## config.mk

```make
export PLATFORM = sky130hd
export DESIGN_NAME = wishbone_bus_arbiter
export DESIGN_NICKNAME = d
export VERILOG_FILES = /design/src/rtl/wishbone_bus_arbiter.sv
export SDC_FILE = /design/constraint.sdc
export NUM_CORES = 1
export LEC_CHECK = 0
export BUFFER_PORTS_ARGS = -buffer_cell sky130_fd_sc_hd__buf_4
export CAP_MARGIN = 20
export CELL_PAD_IN_SITES_DETAIL_PLACEMENT = 0
export CELL_PAD_IN_SITES_GLOBAL_PLACEMENT = 2
export CORE_AREA = 2 2 203 205
export DETAILED_ROUTE_END_ITERATION = 12
export DIE_AREA = 0 0 205 207
export GPL_ROUTABILITY_DRIVEN = 0
export PLACE_DENSITY_LB_ADDON = 0.05
export SYNTH_ARGS = -nofsm -noshare
export SYNTH_HDL_FRONTEND = slang
export SYNTH_SLANG_ARGS = --single-unit
```

## constraint.sdc

```tcl
create_clock -name clock -period 3.21 [get_ports clock]
set_input_delay 0.642 -clock clock [delete_from_list [all_inputs] [get_ports clock]]
set_output_delay 0.642 -clock clock [all_outputs]
set_load 0.05 [all_outputs]
```

## src/rtl/wishbone_bus_arbiter.sv

```systemverilog
// Wishbone B4 classic shared bus: round-robin arbitration between two masters,
// address decode to three slaves, and local error generation for unmapped
// addresses and unresponsive slaves.
module wishbone_bus_arbiter #(
    parameter int unsigned ADDR_WIDTH = 32,
    parameter int unsigned DATA_WIDTH = 32,
    localparam int unsigned SEL_WIDTH = DATA_WIDTH / 8,
    parameter logic [ADDR_WIDTH-1:0] ROM_BASE = 32'h0000_0000,
    parameter logic [ADDR_WIDTH-1:0] ROM_MASK = 32'hFFFF_F000,
    parameter logic [ADDR_WIDTH-1:0] RAM_BASE = 32'h1000_0000,
    parameter logic [ADDR_WIDTH-1:0] RAM_MASK = 32'hFFFF_0000,
    parameter logic [ADDR_WIDTH-1:0] LED_BASE = 32'h2000_0000,
    parameter logic [ADDR_WIDTH-1:0] LED_MASK = 32'hFFFF_FFF0,
    parameter int unsigned TIMEOUT = 255
) (
    input  logic                  clock,
    input  logic                  reset,
    // master 0 (instruction)
    input  logic                  m0_cyc,
    input  logic                  m0_stb,
    input  logic                  m0_we,
    input  logic [ADDR_WIDTH-1:0] m0_adr,
    input  logic [DATA_WIDTH-1:0] m0_dat_o,
    input  logic [SEL_WIDTH-1:0]  m0_sel,
    output logic                  m0_ack,
    output logic                  m0_err,
    output logic [DATA_WIDTH-1:0] m0_dat_i,
    // master 1 (data)
    input  logic                  m1_cyc,
    input  logic                  m1_stb,
    input  logic                  m1_we,
    input  logic [ADDR_WIDTH-1:0] m1_adr,
    input  logic [DATA_WIDTH-1:0] m1_dat_o,
    input  logic [SEL_WIDTH-1:0]  m1_sel,
    output logic                  m1_ack,
    output logic                  m1_err,
    output logic [DATA_WIDTH-1:0] m1_dat_i,
    // slave 0 (boot ROM)
    output logic                  s0_cyc,
    output logic                  s0_stb,
    output logic                  s0_we,
    output logic [ADDR_WIDTH-1:0] s0_adr,
    output logic [DATA_WIDTH-1:0] s0_dat_o,
    output logic [SEL_WIDTH-1:0]  s0_sel,
    input  logic                  s0_ack,
    input  logic                  s0_err,
    input  logic [DATA_WIDTH-1:0] s0_dat_i,
    // slave 1 (RAM)
    output logic                  s1_cyc,
    output logic                  s1_stb,
    output logic                  s1_we,
    output logic [ADDR_WIDTH-1:0] s1_adr,
    output logic [DATA_WIDTH-1:0] s1_dat_o,
    output logic [SEL_WIDTH-1:0]  s1_sel,
    input  logic                  s1_ack,
    input  logic                  s1_err,
    input  logic [DATA_WIDTH-1:0] s1_dat_i,
    // slave 2 (LED)
    output logic                  s2_cyc,
    output logic                  s2_stb,
    output logic                  s2_we,
    output logic [ADDR_WIDTH-1:0] s2_adr,
    output logic [DATA_WIDTH-1:0] s2_dat_o,
    output logic [SEL_WIDTH-1:0]  s2_sel,
    input  logic                  s2_ack,
    input  logic                  s2_err,
    input  logic [DATA_WIDTH-1:0] s2_dat_i
);

    typedef enum logic [1:0] {
        StIdle   = 2'd0,
        StGrant0 = 2'd1,
        StGrant1 = 2'd2
    } state_e;

    localparam logic [7:0] TimeoutM1 = 8'(TIMEOUT - 1);

    state_e                state_q, state_d;
    logic                  last_q, last_d;
    logic [7:0]            cnt_q, cnt_d;
    logic                  err_q, err_d;

    logic                  g0, g1;
    logic                  gcyc, gstb, gwe;
    logic [ADDR_WIDTH-1:0] gadr;
    logic [DATA_WIDTH-1:0] gdat;
    logic [SEL_WIDTH-1:0]  gsel;
    logic                  sel_rom, sel_ram, sel_led, unmapped;
    logic                  r_ack, r_err;
    logic [DATA_WIDTH-1:0] r_dat;

    // State, round-robin history, watchdog and local error registers
    always_ff @(posedge clock or posedge reset) begin
        if (reset) begin
            state_q <= StIdle;
            last_q  <= 1'b1;
            cnt_q   <= 8'd0;
            err_q   <= 1'b0;
        end else begin
            state_q <= state_d;
            last_q  <= last_d;
            cnt_q   <= cnt_d;
            err_q   <= err_d;
        end
    end

    // Arbiter next state; a grant is held until its owner drops cyc
    always_comb begin
        state_d = state_q;
        last_d  = last_q;
        unique case (state_q)
            StIdle: begin
                // tie goes to the master that did not own the bus last
                if (m0_cyc && (!m1_cyc || last_q)) begin
                    state_d = StGrant0;
                    last_d  = 1'b0;
                end else if (m1_cyc) begin
                    state_d = StGrant1;
                    last_d  = 1'b1;
                end
            end
            StGrant0: begin
                if (!m0_cyc) begin
                    if (m1_cyc) begin
                        state_d = StGrant1;
                        last_d  = 1'b1;
                    end else begin
                        state_d = StIdle;
                    end
                end
            end
            StGrant1: begin
                if (!m1_cyc) begin
                    if (m0_cyc) begin
                        state_d = StGrant0;
                        last_d  = 1'b0;
                    end else begin
                        state_d = StIdle;
                    end
                end
            end
            default: state_d = StIdle;
        endcase
    end

    // Mux the granted master onto the shared bus and decode its address
    always_comb begin
        g0   = (state_q == StGrant0);
        g1   = (state_q == StGrant1);
        gcyc = 1'b0;
        gstb = 1'b0;
        gwe  = 1'b0;
        gadr = '0;
        gdat = '0;
        gsel = '0;
        if (g0) begin
            gcyc = m0_cyc;
            gstb = m0_stb;
            gwe  = m0_we;
            gadr = m0_adr;
            gdat = m0_dat_o;
            gsel = m0_sel;
        end else if (g1) begin
            gcyc = m1_cyc;
            gstb = m1_stb;
            gwe  = m1_we;
            gadr = m1_adr;
            gdat = m1_dat_o;
            gsel = m1_sel;
        end
        // first match wins: ROM, then RAM, then LED
        sel_rom  = ((gadr & ROM_MASK) == ROM_BASE);
        sel_ram  = ((gadr & RAM_MASK) == RAM_BASE) && !sel_rom;
        sel_led  = ((gadr & LED_MASK) == LED_BASE) && !sel_rom && !sel_ram;
        unmapped = !sel_rom && !sel_ram && !sel_led;
    end

    // Slave-side outputs; stb is withheld during a local error cycle
    always_comb begin
        s0_cyc   = gcyc && sel_rom;
        s1_cyc   = gcyc && sel_ram;
        s2_cyc   = gcyc && sel_led;
        s0_stb   = gcyc && gstb && sel_rom && !err_q;
        s1_stb   = gcyc && gstb && sel_ram && !err_q;
        s2_stb   = gcyc && gstb && sel_led && !err_q;
        s0_we    = gwe;
        s1_we    = gwe;
        s2_we    = gwe;
        s0_adr   = gadr;
        s1_adr   = gadr;
        s2_adr   = gadr;
        s0_dat_o = gdat;
        s1_dat_o = gdat;
        s2_dat_o = gdat;
        s0_sel   = gsel;
        s1_sel   = gsel;
        s2_sel   = gsel;
    end

    // Combinational response routing from the decoded slave to the granted master
    always_comb begin
        r_ack = 1'b0;
        r_err = 1'b0;
        r_dat = '0;
        if (sel_rom) begin
            r_ack = s0_ack;
            r_err = s0_err;
            r_dat = s0_dat_i;
        end else if (sel_ram) begin
            r_ack = s1_ack;
            r_err = s1_err;
            r_dat = s1_dat_i;
        end else if (sel_led) begin
            r_ack = s2_ack;
            r_err = s2_err;
            r_dat = s2_dat_i;
        end
        m0_ack   = g0 && r_ack;
        m0_err   = g0 && (r_err || err_q);
        m0_dat_i = g0 ? r_dat : '0;
        m1_ack   = g1 && r_ack;
        m1_err   = g1 && (r_err || err_q);
        m1_dat_i = g1 ? r_dat : '0;
    end

    // Watchdog and unmapped-address error; err_q is a one-cycle pulse
    always_comb begin
        err_d = gcyc && gstb && !r_ack && !r_err && !err_q &&
                (unmapped || (cnt_q == TimeoutM1));
        if (!(gcyc && gstb) || r_ack || r_err || err_q || err_d) begin
            cnt_d = 8'd0;
        end else begin
            cnt_d = cnt_q + 8'd1;
        end
    end

endmodule

```

==> summary.txt <==
Synthesis
  • Commonest cells post-synth: 140 x buf_4, 65 x a22o_1, 60 x o211a_1, 43 x nand3_1, 38 x o21ai_0
  • Synth Flop Type: dfrtp_1
  • Cell with the most instances after synthesis: buf_4
  • Asr flop ratio synth: 100%
  • Netlist cell types: between 40 and 50
  • Yosys Warn Count: 0
  • Area contributors post-synth: buf_4 25%, o211a_1 15%, a22o_1 14%, dfrtp_1 6.7%, nand3_1 5.2%
  • Post-synth EDFFs: 0
  • Post-Syn Instances: 550
  • Mapped cell area: 4130 um^2
  • Sequential area share after synthesis: 7.31%
  • Most area-hungry cell type in the Yosys netlist: buf_4
  • Yosys reg bits: 12
  • Syn_nets: 802
  • Syn avg cell area: 7.50 um^2
  • Yosys top cell area share: 25.5%

Clocking
  • CTS Hold Buffers Added: 0
  • Clk pin slew, worst setup/hold paths: 0.05 ns
  • Total clock buffers created by CTS: 3
  • H-tree lvl count: 1
  • Root buf cell: clkbuf_16
  • Clk_lat worst skew: 0.24 ns
  • CTS tree: done
  • Clock tree buffer depth: 2
  • Num Clock Sinks: 12

Setup path
  • Arrival time worst endpoint: 2.75 ns
  • CP startpoint: state_q[0]
  • FF-to-FF Start: state_q[1]
  • CP Capture Type: primary output
  • Critical R2R Capture: cnt_q[4]
  • CP max FO: 8
  • Critical path class: flop to primary output
  • Worst R2R Path Depth: 14
  • R2r setup slk: roughly 0.24 ns
  • CP Data Required Time: 2.57 ns
  • Worst setup SP type: flop
  • Critical Path End: m1_dat_i[11]

Routing
  • DR iter-0 viols: between 200 and 250
  • Via density: approximately 4.0
  • Routed vias: 6262
  • Drt drc: 0
  • WL per Instance: 23.7 um
  • First-pass DRT Iterations: 4
  • Routed WL: 36600 um
  • Detail Route Antenna Nets: 0

Timing
  • Min Hold Slack: 0.440 ns
  • Slew at the pin with the worst max-slew slack: 0.609 ns
  • F_max: 295 MHz
  • Crit path time final: 3.39 ns
  • RSZ-0062 raised after global routing: yes
  • Setup violations, final: 68
  • Pins over their slew limit: 0
  • Slew margin rel.: 59.4%
  • Clock Skews: 0.00267 ns
  • Fin. Hold Viols: 0
  • Final setup margin: -0.184 ns
  • Final worst-path cycle share: 106%

Global routing
  • Final global-route overflow total: 0
  • First-pass GRT wire length: between 40000 and 50000 um
  • Initial antenna violation count: 4
  • Largest net degree at the start of global routing: 42
  • Tot GR Track Use: 16.0%
  • Vias in the first global route: 6563

Placed design
  • IO buf count: 526
  • Place WS: -0.492 ns
  • Detail Placement HPWL: 28300 um
  • DP Area: 8330 um^2

Cells and area
  • NumNets Final: 1266
  • Filler cell count in the final layout: 4392
  • Syn-to-layout area delta: 161%
  • Final Cell Area: 10800 um^2
  • Share of post-route cells with drive strength above 1: 83.6%

Status
  • Failing checks: setup timing
  • Status: finished, violations left

Worst hold path
  • Worst Hold Class: input pin to asynchronous set/reset pin

Die
  • Die W: 205 um
  • Die ar.: 42400 um^2
  • Initial core utilization: 10.2%
  • I/O Pins: 527
  • Std-Cell Rows: 74
  • Core Area: 40400 um^2
  • Chip height: 207 um

Power and ir drop
  • Peak supply drop: 415 uV
  • LEAKAGE: just under 5 nW
  • Pwr Density: roughly 1300 nW/um^2

Run
  • Maxcap violations: 0
-- cells by family (layout without fill, tap and decap cells) --
group,Yosys count,in the layout,synth area share (%)
AOI/OAI and AO/OA,225,225,43.6
buffers and inverters,199,662,31.3
adders and majority gates,6,6,1.82
other,0,3,0
DFF,12,12,7.31
xor gates and xnor gates,6,6,1.27
and+or+nand+nor,102,102,14.7
-- routing by layer --
metal / global-route usage [%] / share of wire (%) / wire, um
met1: 18.2 / 38 / 13800
met2: 30.5 / 54 / 19700
met3: 3.73 / 7.6 / 2780
met4: 2.16 / 0.88 / 324
met5: 0 / 0.033 / 12
-- power by group --
part	switching [mW]	total, mW	leakage [nW]	internal [mW]
Sequential	0.0221	0.200	0.160	0.178
Combinational	8.60	13.5	4.63	4.92
Clock	0.0660	0.254	0.0442	0.188
Total	8.68	14.0	4.84	5.29
-- registers in the layout, summed over array words and instances, names as in the netlist --
name	flops
err_q	1
last_q	1
state_q	2
cnt_q	8
-- final cells by class --
class | instances | area (um^2) | area share (%)
timing repair buffer | 649 | 6040 | 56.0
antenna | 3 | 7.51 | 0.0696
tap | 532 | 666 | 6.18
sequential | 12 | 303 | 2.81
multi-input combinational | 339 | 3640 | 33.8
inverter | 9 | 37.5 | 0.348
clock buffer | 4 | 88.8 | 0.824
-- through the flow --
stage	setup TNS [ns]	cells	utilization [%]	total power [mW]
after global routing	-15.89	1548	26.7	14.6
after detailed placement	-26.04	1502	20.6	11.0
final	-7.49	1548	26.7	14.0
after floorplan	-0.559	550	-	7.83
after global placement	-26.61	1502	20.6	11.1
after CTS	-8.17	1531	24.6	13.1
-- timing repair --
item / 4_1_cts / 5_1_grt
gates resized for setup: 274 / 133
pin swaps: 39 / 42
endpoints found under the hold margin: 0 / 0
setup buffers: 19 / 20
setup endpoints to repair: 108 / 75
cloned: 11 / 4
-- placed cells by master (no fill, tap or decap), types with 3 or more instances in the layout --
| master | synthesis | final |
|---|---|---|
| diode_2 | 0 | 3 |
| nand3_1 | 43 | 8 |
| xor2_1 | 5 | 5 |
| clkbuf_16 | 0 | 7 |
| nor4_2 | 6 | 7 |
| nand3_2 | 2 | 24 |
| a31oi_1 | 31 | 18 |
| and2_4 | 0 | 5 |
| dfrtp_1 | 11 | 10 |
| a21oi_1 | 5 | 4 |
| buf_16 | 0 | 10 |
| o211a_2 | 0 | 33 |
| nor4_1 | 9 | 4 |
| nand2_1 | 9 | 8 |
| o21a_1 | 3 | 3 |
| inv_1 | 9 | 6 |
| a31oi_4 | 0 | 9 |
| a31oi_2 | 0 | 4 |
| nor3_1 | 4 | 4 |
| ha_1 | 6 | 4 |
| buf_8 | 0 | 55 |
| a22oi_1 | 3 | 3 |
| buf_12 | 0 | 26 |
| o21ai_4 | 0 | 5 |
| nand3_4 | 0 | 13 |
| o21ai_0 | 38 | 4 |
| a22o_1 | 65 | 63 |
| buf_4 | 140 | 512 |
| o211a_4 | 0 | 25 |
| buf_6 | 1 | 42 |
| nor4_4 | 1 | 5 |
| o21ai_1 | 3 | 4 |
| o21ai_2 | 1 | 29 |
| nor2_4 | 0 | 7 |
| nor3b_4 | 0 | 3 |
-- how the worst min path moves through the flow --
stage,startpoint,end,slack (ns)
3_3_place_gp,last_q,last_q,0.54
5_1_grt,reset,cnt_q[5],0.49
3_5_place_dp,last_q,last_q,0.54
6_report,reset,cnt_q[5],0.44
2_1_floorplan,cnt_q[0],cnt_q[0],0.50
4_1_cts,reset,cnt_q[5],0.47
-- worst max-delay path, cell delays in order (launching register included) --
cell and delay [ns]:
dfrtp_2 0.43, ha_4 0.20, buf_12 0.14, buf_12 0.13
a21boi_4 0.14, nor4_4 0.26, buf_12 0.18, buf_12 0.11
nand3_4 0.09, buf_6 0.15, buf_12 0.14, buf_12 0.12
o211a_2 0.24, buf_8 0.15
(Power assumes the default switching activity.)
